File: src/rtl/soc_periph_hub.sv
// soc_periph_hub: address decode, write strobes and registered read mux for the core's
// data port, with sticky accelerator done flags, per-slot IRQ mask and bus-error capture.
module soc_periph_hub #(
    parameter int unsigned NUM_SLOTS        = 2,
    parameter int unsigned DW               = 32,
    parameter logic [31:0] MEM_LIMIT        = 32'h800,
    parameter logic [31:0] SLOT_BASE        = 32'h800,
    parameter int unsigned SLOT_STRIDE_LOG2 = 9,
    parameter logic [31:0] GPIO_BASE        = 32'h900,
    parameter logic [31:0] HUB_BASE         = 32'hF00
) (
    input  logic                    clk,
    input  logic                    rst_n,
    input  logic [31:0]             addr,
    input  logic [DW-1:0]           wdata,
    input  logic                    we,
    input  logic                    re,
    output logic [DW-1:0]           rdata,
    output logic                    rvalid,
    output logic [1:0]              periph_addr,
    output logic                    mem_we,
    output logic                    gpio_we,
    output logic [NUM_SLOTS-1:0]    slot_we,
    input  logic [DW-1:0]           mem_rdata,
    input  logic [DW-1:0]           gpio_rdata,
    input  logic [NUM_SLOTS*DW-1:0] slot_rdata,
    input  logic [NUM_SLOTS-1:0]    slot_done,
    output logic [NUM_SLOTS-1:0]    done_flags,
    output logic                    irq
);

    localparam logic [1:0] HUB_STATUS = 2'd0;
    localparam logic [1:0] HUB_CLEAR  = 2'd1;
    localparam logic [1:0] HUB_IRQ_EN = 2'd2;

    logic                 hub_sel, gpio_sel, mem_sel, unmapped;
    logic                 hub_hit, gpio_hit;
    logic [NUM_SLOTS-1:0] slot_hit, slot_sel;
    logic [NUM_SLOTS-1:0] done_q, irq_en, done_rise, clr_flags;
    logic                 bus_err, clr_err, hub_wr;
    logic [DW-1:0]        status, rd_mux;
    logic                 unused_wdata;

    function automatic logic in_window(input logic [31:0] a, input logic [31:0] base);
        return (a >= base) && ((a - base) < 32'd16);
    endfunction

    // Priority-resolved decode: hub, then GPIO, then slots, then memory.
    always_comb begin
        hub_hit  = in_window(addr, HUB_BASE);
        gpio_hit = in_window(addr, GPIO_BASE);
        slot_hit = '0;
        for (int unsigned i = 0; i < NUM_SLOTS; i++) begin
            slot_hit[i] = in_window(addr, SLOT_BASE + (32'(i) << SLOT_STRIDE_LOG2));
        end
        hub_sel  = hub_hit;
        gpio_sel = gpio_hit & ~hub_hit;
        slot_sel = (hub_hit | gpio_hit) ? '0 : slot_hit;
        mem_sel  = ~hub_hit & ~gpio_hit & ~(|slot_hit) & (addr < MEM_LIMIT);
        unmapped = ~(hub_sel | gpio_sel | (|slot_sel) | mem_sel);
    end

    assign periph_addr  = addr[3:2];
    assign mem_we       = we & mem_sel;
    assign gpio_we      = we & gpio_sel;
    assign slot_we      = {NUM_SLOTS{we}} & slot_sel;
    assign hub_wr       = we & hub_sel;
    assign unused_wdata = ^wdata;

    // Flag clears come from CLEAR writes and from a write to a slot's start register.
    always_comb begin
        clr_flags = '0;
        if (hub_wr && periph_addr == HUB_CLEAR) begin
            clr_flags = wdata[NUM_SLOTS-1:0];
        end
        if (periph_addr == 2'd0) begin
            clr_flags = clr_flags | slot_we;
        end
        clr_err   = hub_wr && (periph_addr == HUB_CLEAR) && wdata[31];
        done_rise = slot_done & ~done_q;
    end

    always_comb begin
        status                  = '0;
        status[NUM_SLOTS-1:0]   = done_flags;
        status[31]              = bus_err;
        rd_mux                  = '0;
        if (hub_sel) begin
            case (periph_addr)
                HUB_STATUS: rd_mux = status;
                HUB_IRQ_EN: rd_mux[NUM_SLOTS-1:0] = irq_en;
                default:    rd_mux = '0;
            endcase
        end else if (gpio_sel) begin
            rd_mux = gpio_rdata;
        end else if (mem_sel) begin
            rd_mux = mem_rdata;
        end else begin
            for (int unsigned i = 0; i < NUM_SLOTS; i++) begin
                if (slot_sel[i]) rd_mux = slot_rdata[i*DW +: DW];
            end
        end
    end

    always_ff @(posedge clk or negedge rst_n) begin
        if (!rst_n) begin
            rdata      <= '0;
            rvalid     <= 1'b0;
            done_q     <= '0;
            done_flags <= '0;
            bus_err    <= 1'b0;
            irq_en     <= '0;
            irq        <= 1'b0;
        end else begin
            rvalid <= re;
            if (re) rdata <= rd_mux;
            done_q     <= slot_done;
            // A new rising edge takes precedence over a same-cycle clear.
            done_flags <= (done_flags & ~clr_flags) | done_rise;
            bus_err    <= ((we | re) & unmapped) | (bus_err & ~clr_err);
            if (hub_wr && periph_addr == HUB_IRQ_EN) irq_en <= wdata[NUM_SLOTS-1:0];
            irq        <= |(done_flags & irq_en);
        end
    end

endmodule

File: config.mk
export PLATFORM = sky130hd
export DESIGN_NAME = soc_periph_hub
export DESIGN_NICKNAME = d
export VERILOG_FILES = /design/src/rtl/soc_periph_hub.sv
export SDC_FILE = /design/constraint.sdc
export NUM_CORES = 1
export LEC_CHECK = 0
export CAP_MARGIN = 30
export CORE_ASPECT_RATIO = 1.25
export CORE_MARGIN = 4
export CORE_UTILIZATION = 41
export CTS_CLUSTER_SIZE = 12
export DETAILED_ROUTE_END_ITERATION = 8
export PLACE_DENSITY = 0.87
export SLEW_MARGIN = 20
export SYNTH_ARGS = -nofsm -noshare
export SYNTH_HDL_FRONTEND = slang
export SYNTH_SLANG_ARGS = --single-unit
File: constraint.sdc
create_clock -name clk -period 5.5 [get_ports clk]
set_input_delay 1.1 -clock clk [delete_from_list [all_inputs] [get_ports clk]]
set_output_delay 1.1 -clock clk [all_outputs]
set_load 0.1 [all_outputs]
==> results of run 1 <==
## metrics by stage
step	worst slack [ns]	cells	power, mW
after floorplan	0.114	498	0.543
final	0.506	826	1.09
after detailed placement	0.510	816	0.752
after global routing	0.227	825	1.12
after CTS	0.503	823	1.08
after global placement	0.480	815	0.747
## per-layer routing
layer,vias to the layer above,global-route usage,part of all wire
met4,0,0.143,0.054
met2,358,0.550,0.50
met1,2388,0.345,0.34
li1,2262,-,-
met5,-,0,0
met3,79,0.0683,0.10
## logic make-up after synthesis
logic type,after synthesis
AO/OA/AOI/OAI,138
XOR/XNOR,16
adder cells (fa/ha/maj),5
buffers and inverters,53
flip-flops,41
multiplexers,7
AND/OR/NAND/NOR,238
## worst min-delay path by stage
stage                                 start                 to  slack (ns)  depth (start not counted)
after floorplan           bus_err$_DFF_PN0_  bus_err$_DFF_PN0_        0.46                          1
final                     bus_err$_DFF_PN0_  bus_err$_DFF_PN0_        0.50                          1
after CTS                 bus_err$_DFF_PN0_  bus_err$_DFF_PN0_        0.49                          1
after global routing      bus_err$_DFF_PN0_  bus_err$_DFF_PN0_        0.53                          1
after detailed placement  bus_err$_DFF_PN0_  bus_err$_DFF_PN0_        0.48                          1
after global placement    bus_err$_DFF_PN0_  bus_err$_DFF_PN0_        0.47                          1
## placed cells by master, fill, tap and decap left out, drive strengths merged, types with 3 or more instances in the layout
cell           synthesis  layout
ha                     5       5
and2                   4       4
a31o                   4       4
xnor2                 11      11
o41ai                  3       3
inv                   16      16
a211oi                 3       3
a31oi                 30      30
nand3                 18      18
xor2                   5       5
nor2b                  8       8
nand4                 14      14
or3                    3       3
mux2                   4       4
o21ai                  8       8
a32o                   3       3
dfrtp                 41      41
clkdlybuf4s50          0     203
nor2                  51      51
nand2                 76      76
o31a                   3       3
clkbuf                16       5
nor3                  15      15
nand4b                 8       8
buf                   21      31
mux2i                  3       3
a21oi                 32      32
o21a                   3       3
nand2b                 5       5
nor3b                  3       3
a2bb2oi               29      29
nor4                  20      20
## registers in the layout (all words and copies together), names as in the netlist
| name | count |
|---|---|
| bus_err | 1 |
| done_flags | 2 |
| done_q | 2 |
| irq | 1 |
| irq_en | 2 |
| rdata | 32 |
| rvalid | 1 |
## critical path, delay by kind of cell
kind | cells | cell delay [ns]
buf+inv | 2 | 0.84
compound gates | 1 | 0.35
simple gates | 5 | 1.59
## power by group
| group | leakage (nW) | switching [mW] | internal (mW) | total (mW) |
|---|---|---|---|---|
| clock | 0.0797 | 0.120 | 0.211 | 0.331 |
| sequential | 0.510 | 0.00913 | 0.317 | 0.327 |
| combinational | 1.77 | 0.247 | 0.185 | 0.431 |
| total | 2.36 | 0.376 | 0.713 | 1.09 |
## area by class of cell
cell class	count	share of cell area
multi-input cells	404	0.408
repair buffers	234	0.371
clock inverters	2	0.00553
inverters	16	0.00947
clock buffers	5	0.0197
well taps	123	0.0243
flip-flops and latches	41	0.162
diodes	1	0.000395
==> results summary, run 1 <==
The maximum number of pins on one net before global-route repair came out at 42. The average wire per cell in the routed design came out at 22.6 um. The fraction of the mapped netlist area in compound gates came out at 0.256.

The area growth from synthesis to layout is 64.0%. The placeable core region is 9170 sq um. The number of failing setup endpoints in the final timing report is 0. The global-route wire length before repair came out at 26.2 mm. The number of global-route vias before repair came out at 4864. The total global routing overflow is 0. The worst register-to-register path ends at rdata[1]$_DFFE_PN0P_.

The endpoint of the worst setup timing path is gpio_we. The number of synthesized flops with an enable pin came out at 0. Of the total synthesized cell area, the portion taken by XOR and XNOR cells is 0.0363.

Among all flip-flop cells after synthesis, the most frequent one is sky130_fd_sc_hd__dfrtp_1. In this run the worst setup path begins at addr[19]. The iteration-0 DRC count of the detailed router is 299. In this run the critical register-to-register path is launched from done_flags[1]$_DFF_PN0_. The floorplan row count came out at 39. The tightest min-delay check is of the reg2reg type.

The net count after synthesis came out at 701. The flow ran to the end, and the final reports show no timing, DRC or antenna violations. The register area came out at 1030 sq um. TritonCTS built the clock tree.

The number of antenna violations at the first check in global routing is 0. The most used standard cell by instance count after synthesis is sky130_fd_sc_hd__nand2_1. The maximum clock frequency came out at 200 MHz. The register bit total from synthesis came out at 41. The final net count is 905.

The setup TNS after final layout came out at 0 ns. In this design, the critical path's most frequently occurring cell is sky130_fd_sc_hd__nand4b_1. The die outline height came out at 117 um. The cell taking the most area after synthesis is sky130_fd_sc_hd__dfrtp_1. The sequential area share after synthesis is 0.265. Traced cell by cell, the critical path runs through clkdlybuf4s50_1 > nor4_4 > nand4b_1 > o31a_1 > nor4_1 > nand4b_1 > nor2_1 > buf_12.

The total of cells resized after clock tree synthesis came out at 0. The minimum clock period came out at 4.99 ns. The leakage power summed over all cells is 2.36 nW. The number of levels in the clock H-tree came out at 2.

The overall routed net length is 18.7 mm. The post-detailed-placement cell area came out at 6130 sq um. The final setup skew is 0.00254 ns. The sort of element at the start of the critical path is a primary input. The number of buffers created by CTS came out at 5. The required time of the worst setup path is 4.40 ns. The total DRC errors in the routed layout came out at 0. In this run the post-CTS setup repair buffer count came out at 0. The cell area power density came out at 172 nW/um^2.

The number of pins exceeding their max-slew limit in the final report was 0. The overall fraction of global-route tracks in use is 0.308. The proportion of synthesized flip-flops having asynchronous set or reset came out at 1.00.

The die covers 11100 sq um. The filler cell count in the final layout came out at 735. The post-route cell area came out at 6340 sq um. The I/O pin total came out at 240.

After detailed routing, the number of vias per cell comes to 6.16. STA classifies the critical path endpoint as a primary output. The synthesized area per cell came out at 7.76 sq um.

The signal arrival time at the worst endpoint came out at 3.89 ns. Of the total synthesized cell area, the portion taken by AND, OR, NAND and NOR gates is 0.336. The detail route stage leaves a number of antenna-violating nets equal to 0.

The fraction of post-synthesis cell area in the top cell type by area is 0.265. Counting cells, the worst reg-to-reg path comes to 5. The combined area of the multi-input logic cells is 2580 sq um. Clock latency on the worst-skew pair, taken at its later pin, is 0.28 ns.

The synthesis warning total is 0. The maximum count of clock buffers along a single path is 2. Final hold analysis gives a worst-case slack of 0.497 ns. The initial core utilization came out at 0.421. The maximum fanout along the worst path is 7. The fraction of the cycle the final worst path needs came out at 0.908. Hold repair after CTS inserted 0 buffers.

Of the total synthesized cell area, the portion taken by full adders, half adders and majority gates is 0.0162. The multiplexer fraction of the synthesized cell area came out at 0.0214. For this run, the share of the core covered by cells in the final layout is 0.691. The die outline width came out at 94.8 um. The clock transition time at the flip-flop clock pins of the worst setup and hold paths is 0.06 ns. The reg-to-reg setup timing slack came out at 4.24 ns. Across the run, the number of max-cap violations was 0. The biggest cell delay along the critical path came out at 0.63 ns. The transition time at the pin with the least slew margin is 1.04 ns. After synthesis, the largest family of logic cells by area is simple AND/OR/NAND/NOR gates.

The synthesized netlist occupies a cell area of 3860 sq um. Of the cells placed in the final design, the portion with a size suffix greater than 1 is 0.0897. The congestion estimate from routability-driven global placement came to 1.02. Setup repair after global routing left no endpoint under its margin. In the post-synthesis netlist, the biggest area contributors are sky130_fd_sc_hd__dfrtp_1 27%, sky130_fd_sc_hd__nand2_1 7.4%, sky130_fd_sc_hd__a2bb2oi_1 6.6%.

The worst-case headroom to the max-slew limit came out at 0.304. Sorting the synthesized cells by how often they occur yields 76 x sky130_fd_sc_hd__nand2_1, 50 x sky130_fd_sc_hd__nor2_1, 41 x sky130_fd_sc_hd__dfrtp_1. The number of clock sinks seen by CTS came out at 41.

On the critical path, the stage with the largest delay is an instance of sky130_fd_sc_hd__clkdlybuf4s50_1. The detailed-placement wirelength estimate is 14.3 mm. The maximum ir drop on the vdd rail came out at 111 uV. The port buffer count is 208. The worst setup path is of the in2out kind. The number of standard cells after synthesis is 498.

The final hold violation count was 0. The tree is rooted in a sky130_fd_sc_hd__clkbuf_16. The number of iterations in the first detailed-routing pass came out at 5. The detailed-route via count is 5087. The post-synthesis cell type count came out at 65.
No activity file was read; power rests on OpenSTA's default activity.
==> run 2: changes to the inputs <==
--- a/config.mk
+++ b/config.mk
@@ -5,10 +5,11 @@
 export SDC_FILE = /design/constraint.sdc
 export NUM_CORES = 1
 export LEC_CHECK = 0
+export ABC_AREA = 1
 export CAP_MARGIN = 30
 export CORE_ASPECT_RATIO = 1.25
 export CORE_MARGIN = 4
-export CORE_UTILIZATION = 41
+export CORE_UTILIZATION = 47
 export CTS_CLUSTER_SIZE = 12
 export DETAILED_ROUTE_END_ITERATION = 8
 export PLACE_DENSITY = 0.87
==> run 2 against run 1 <==
Against the previous run: design area up 25%; worst hold slack worse by 0.020 ns; sequential share of layout area down 3.2 points; total power down 8.2%; clock skew about the same; first-iteration DRC count up 120%; setup slack worse by 0.0072 ns; count of clock-buffer cells in the layout up 2; non-clock buffer count down 3; routed wire length up 39%; synthesized cell count up 100%.
==> results summary, run 2 <==
In this run the count of I/O pins placed on the die edge is 240. Clock tree synthesis found a total of 41 sinks. The met1 routed wirelength after detailed routing came out at 9.73 mm. The fraction of the mapped netlist area in compound gates is 0.0520. The maximum ir drop on the vdd rail came out at 122 uV. The number of antenna diodes in the final layout is 0. The final setup skew came out at 0.00225 ns. The number of pins exceeding their max-slew limit in the final report was 0.

The startpoint identified for the worst hold timing path is rdata[21]$_DFFE_PN0P_. The overall fraction of global-route tracks in use came out at 0.367. The area enclosed by the die boundary came out at 13500 sq um. The final hold violation count is 0. By startpoint and endpoint, the worst setup path is classified as in2out. The register with the most flip-flops in the layout has 32 of them.

The number of levels in the clock H-tree came out at 2. The number of iterations in the first detailed-routing pass came out at 6. The global-route wire length before repair is 38.9 mm. The post-synthesis instance area is 5490 sq um. After detailed routing, the average wire length per cell comes to 19.5 um. The post-synthesis adder-cell area fraction is 0.0114. Synthesis instantiated 38 different standard cells from the library. A synthesized cell averages 5.47 sq um. The maximum fanout along the worst path is 7. The number of failing setup endpoints in the final timing report is 0. Of the cells placed in the final design, the portion with a size suffix greater than 1 is 0.0786.

The filler cell count in the final layout came out at 1040. The multiplexer fraction of the synthesized cell area came out at 0. The analysis attributes to cell leakage a power of 3.70 nW.

The sum of met3 wire segment lengths after detailed routing is 2.24 mm. The maximum number of pins on one net before global-route repair is 52. The detail route stage leaves a number of antenna-violating nets equal to 0.

The floorplan step defined a core boundary enclosing 11200 sq um. The total power consumption of the routed design is 1.00 mW. The basic-gate share of the synthesized area counting and, or, nand and nor cells came out at 0.615. The iteration-0 DRC count of the detailed router came out at 645. The transition time at the pin with the least slew margin is 1.05 ns.

The number of cells on the worst reg-to-reg path is 6. The total of cells resized after clock tree synthesis came out at 0. The die outline width is 105 um.

In the routed layout, each cell is associated on average with a via count of 5.73. The initial core utilization came out at 0.488. The cell count after synthesis came out at 1004. The register bit total from synthesis is 41. Counting flops per register, the top entry is rdata. The count of hold buffers inserted by post-cts repair came out at 0. The endpoint identified for the worst register-to-register timing path is rdata[0]$_DFFE_PN0P_. The most common flop cell mapped by yosys is sky130_fd_sc_hd__dfrtp_1. Of the total synthesized cell area, the portion taken by XOR and XNOR cells is 0.0303. In the layout the commonest cells are 343 x sky130_fd_sc_hd__nand2_1, 203 x sky130_fd_sc_hd__clkdlybuf4s50_1, 182 x sky130_fd_sc_hd__nor2_1. In this run the power density over the cells is 126 nW/um^2. Input and output buffers added on the ports amount to 208. The min-delay analysis places its worst path in the category reg2reg. The detailed-placement wirelength estimate is 21.0 mm.

The worst-case headroom to the max-slew limit came out at 0.298. The floorplan row count came out at 43. Setup total negative slack on the finished layout was measured at 0 ns. The maximum count of clock buffers along a single path is 2. Data on the critical path is required at its endpoint by 4.40 ns.

After detailed routing, the total wire length is 26.0 mm. The total DRC errors in the routed layout came out at 0. The synthesis warning total came out at 0. Yosys mapped a number of flops with a built-in enable equal to 0. Clock latency on the worst-skew pair, taken at its later pin, is 0.29 ns.

By area, the combinational part of the netlist is dominated by simple AND/OR/NAND/NOR gates. The number of global-route vias before repair is 6928. Global routing finished with a remaining overflow of 0. Sorting the synthesized cells by area gives the leading types as sky130_fd_sc_hd__nand2_1 23%, sky130_fd_sc_hd__dfrtp_1 19%, sky130_fd_sc_hd__nor2_1 12%.

Setup repair after global routing left no endpoint under its margin. The uppermost layer routed is met4. STA puts the critical path data arrival time at 3.90 ns. The maximum clock frequency is 200 MHz. The final net count is 1398. The number of maximum-capacitance violations is 0. The worst register-to-register path begins at done_flags[0]$_DFF_PN0_.

In the finished design, the share of the clock period the worst path needs comes to 0.909. The most common cell in the synthesized netlist is sky130_fd_sc_hd__nand2_1. Counting instances, the worst hold path has a depth of 2. Compared with the post-synthesis result, the final layout area differs by 44.2%. By count the netlist is led by 343 x sky130_fd_sc_hd__nand2_1, 182 x sky130_fd_sc_hd__nor2_1, 97 x sky130_fd_sc_hd__nand3_1.

The number of antenna violations at the first check in global routing is 0. Among the stages of the critical path, the cell type that occurs most often is sky130_fd_sc_hd__nor2_1. The worst setup path is launched from a primary input. The biggest cell delay along the critical path is 0.53 ns. The share of the Yosys chip area taken by registers is 0.187.

The die outline height is 129 um. STA classifies the critical path endpoint as a primary output. The biggest area contributor in the post-synthesis netlist is sky130_fd_sc_hd__nand2_1.

For this block, the via count after detailed routing is 7626. Leaving out fill and tap cells, the most frequent cell in the layout is sky130_fd_sc_hd__nand2_1. After synthesis, the share of flip-flops with an asynchronous set or reset is 1.00. The critical path goes through clkdlybuf4s50_1 > inv_2 > ha_1 > inv_2 > nor2_1 > inv_1 > nand2_1 > inv_1 > nand2_1 > nand3_1 > nor2_1 > nand3_1 > nor2_1 > nand3_2 > nor2_1 > buf_12. The hold path endpoint is rdata[21]$_DFFE_PN0P_. The clock transition time at the flip-flop clock pins of the worst setup and hold paths came out at 0.06 ns. Synthesis produced a netlist with a net count of 1207. The number of buffers inserted by post-CTS setup repair is 0.

Setup slack on the worst reg-to-reg path comes out at 4.45 ns. The share of synthesized area in the top cell type comes to 0.235. The minimum clock period came out at 5.00 ns.

The number of cells in the design after placement came out at 1322. The number of buffers created by CTS is 5. Measured on the finished design, the core utilization comes to 0.704. The tree is rooted in a sky130_fd_sc_hd__clkbuf_16. In the detailed route, the total length drawn on met2 is 12.1 mm. TritonCTS built the clock tree. The cell type of the slowest stage on the worst timing path is sky130_fd_sc_hd__clkdlybuf4s50_1.

The placer's final routability congestion estimate came out at 1.06. The flow ran to the end, and the final reports show no timing, DRC or antenna violations. The non-filler instance count after layout is 1331.
-- run 2: cell types whose count changed after synthesis, sizes merged, moves of 20 or more --
cell     delta
nand2     +279
nand4      +59
a31oi      -30
nor2      +155
inv        +67
nand3      +80
nor4       -20
a2bb2oi    -29
-- run 2: power by group --
part | internal (mW) | leakage [nW] | switching, mW
registers | 0.304 | 0.530 | 0.00111
logic | 0.158 | 3.09 | 0.183
clock network | 0.227 | 0.0841 | 0.127
total | 0.689 | 3.70 | 0.311
-- run 2: final cells by class --
cell class                 instances  area (sq um)  share of cell area
timing repair buffer             231          2340               0.295
clock buffer                       7           143              0.0180
tap                              135           169              0.0213
sequential                        41          1030               0.130
multi-input combinational        832          3900               0.492
clock inverter                     1          30.0             0.00379
inverter                          84           315              0.0398
-- run 2: logic make-up after synthesis --
family | Yosys count
compound gates | 50
xor+xnor | 19
fa+ha+maj | 5
buf+inv | 131
flops | 41
simple gates | 758
-- run 2: worst max path at each step --
stage | slack, ns | depth (start not counted) | startpoint | end
CTS | 0.54 | 15 | addr[12] | gpio_we
floorplan | 0.27 | 14 | addr[10] | gpio_we
global placement | 0.58 | 15 | addr[12] | gpio_we
finish | 0.50 | 16 | addr[12] | gpio_we
detailed placement | 0.54 | 15 | addr[12] | gpio_we
global route | 0.32 | 13 | addr[12] | slot_we[1]
-- run 2: worst max-delay path: cells and delay by family --
| kind | cells | cell delay (ns) |
|---|---|---|
| AND/OR/NAND/NOR | 9 | 1.33 |
| buffers and inverters | 6 | 1.15 |
| adder cells (fa/ha/maj) | 1 | 0.30 |
-- run 2: per-layer routing --
layer,vias up,track usage
met1,3447,0.426
li1,3619,-
met4,0,0.237
met3,112,0.0692
met2,448,0.623
met5,-,0
-- run 2: stage by stage --
stage	worst slack, ns	hold WS (ns)	area [sq um]
2_1_floorplan	0.268	0.449	5500
3_5_place_dp	0.542	0.464	7720
4_1_cts	0.537	0.480	7890
6_report	0.499	0.477	7920
5_1_grt	0.316	0.499	7920
3_3_place_gp	0.576	0.461	7660
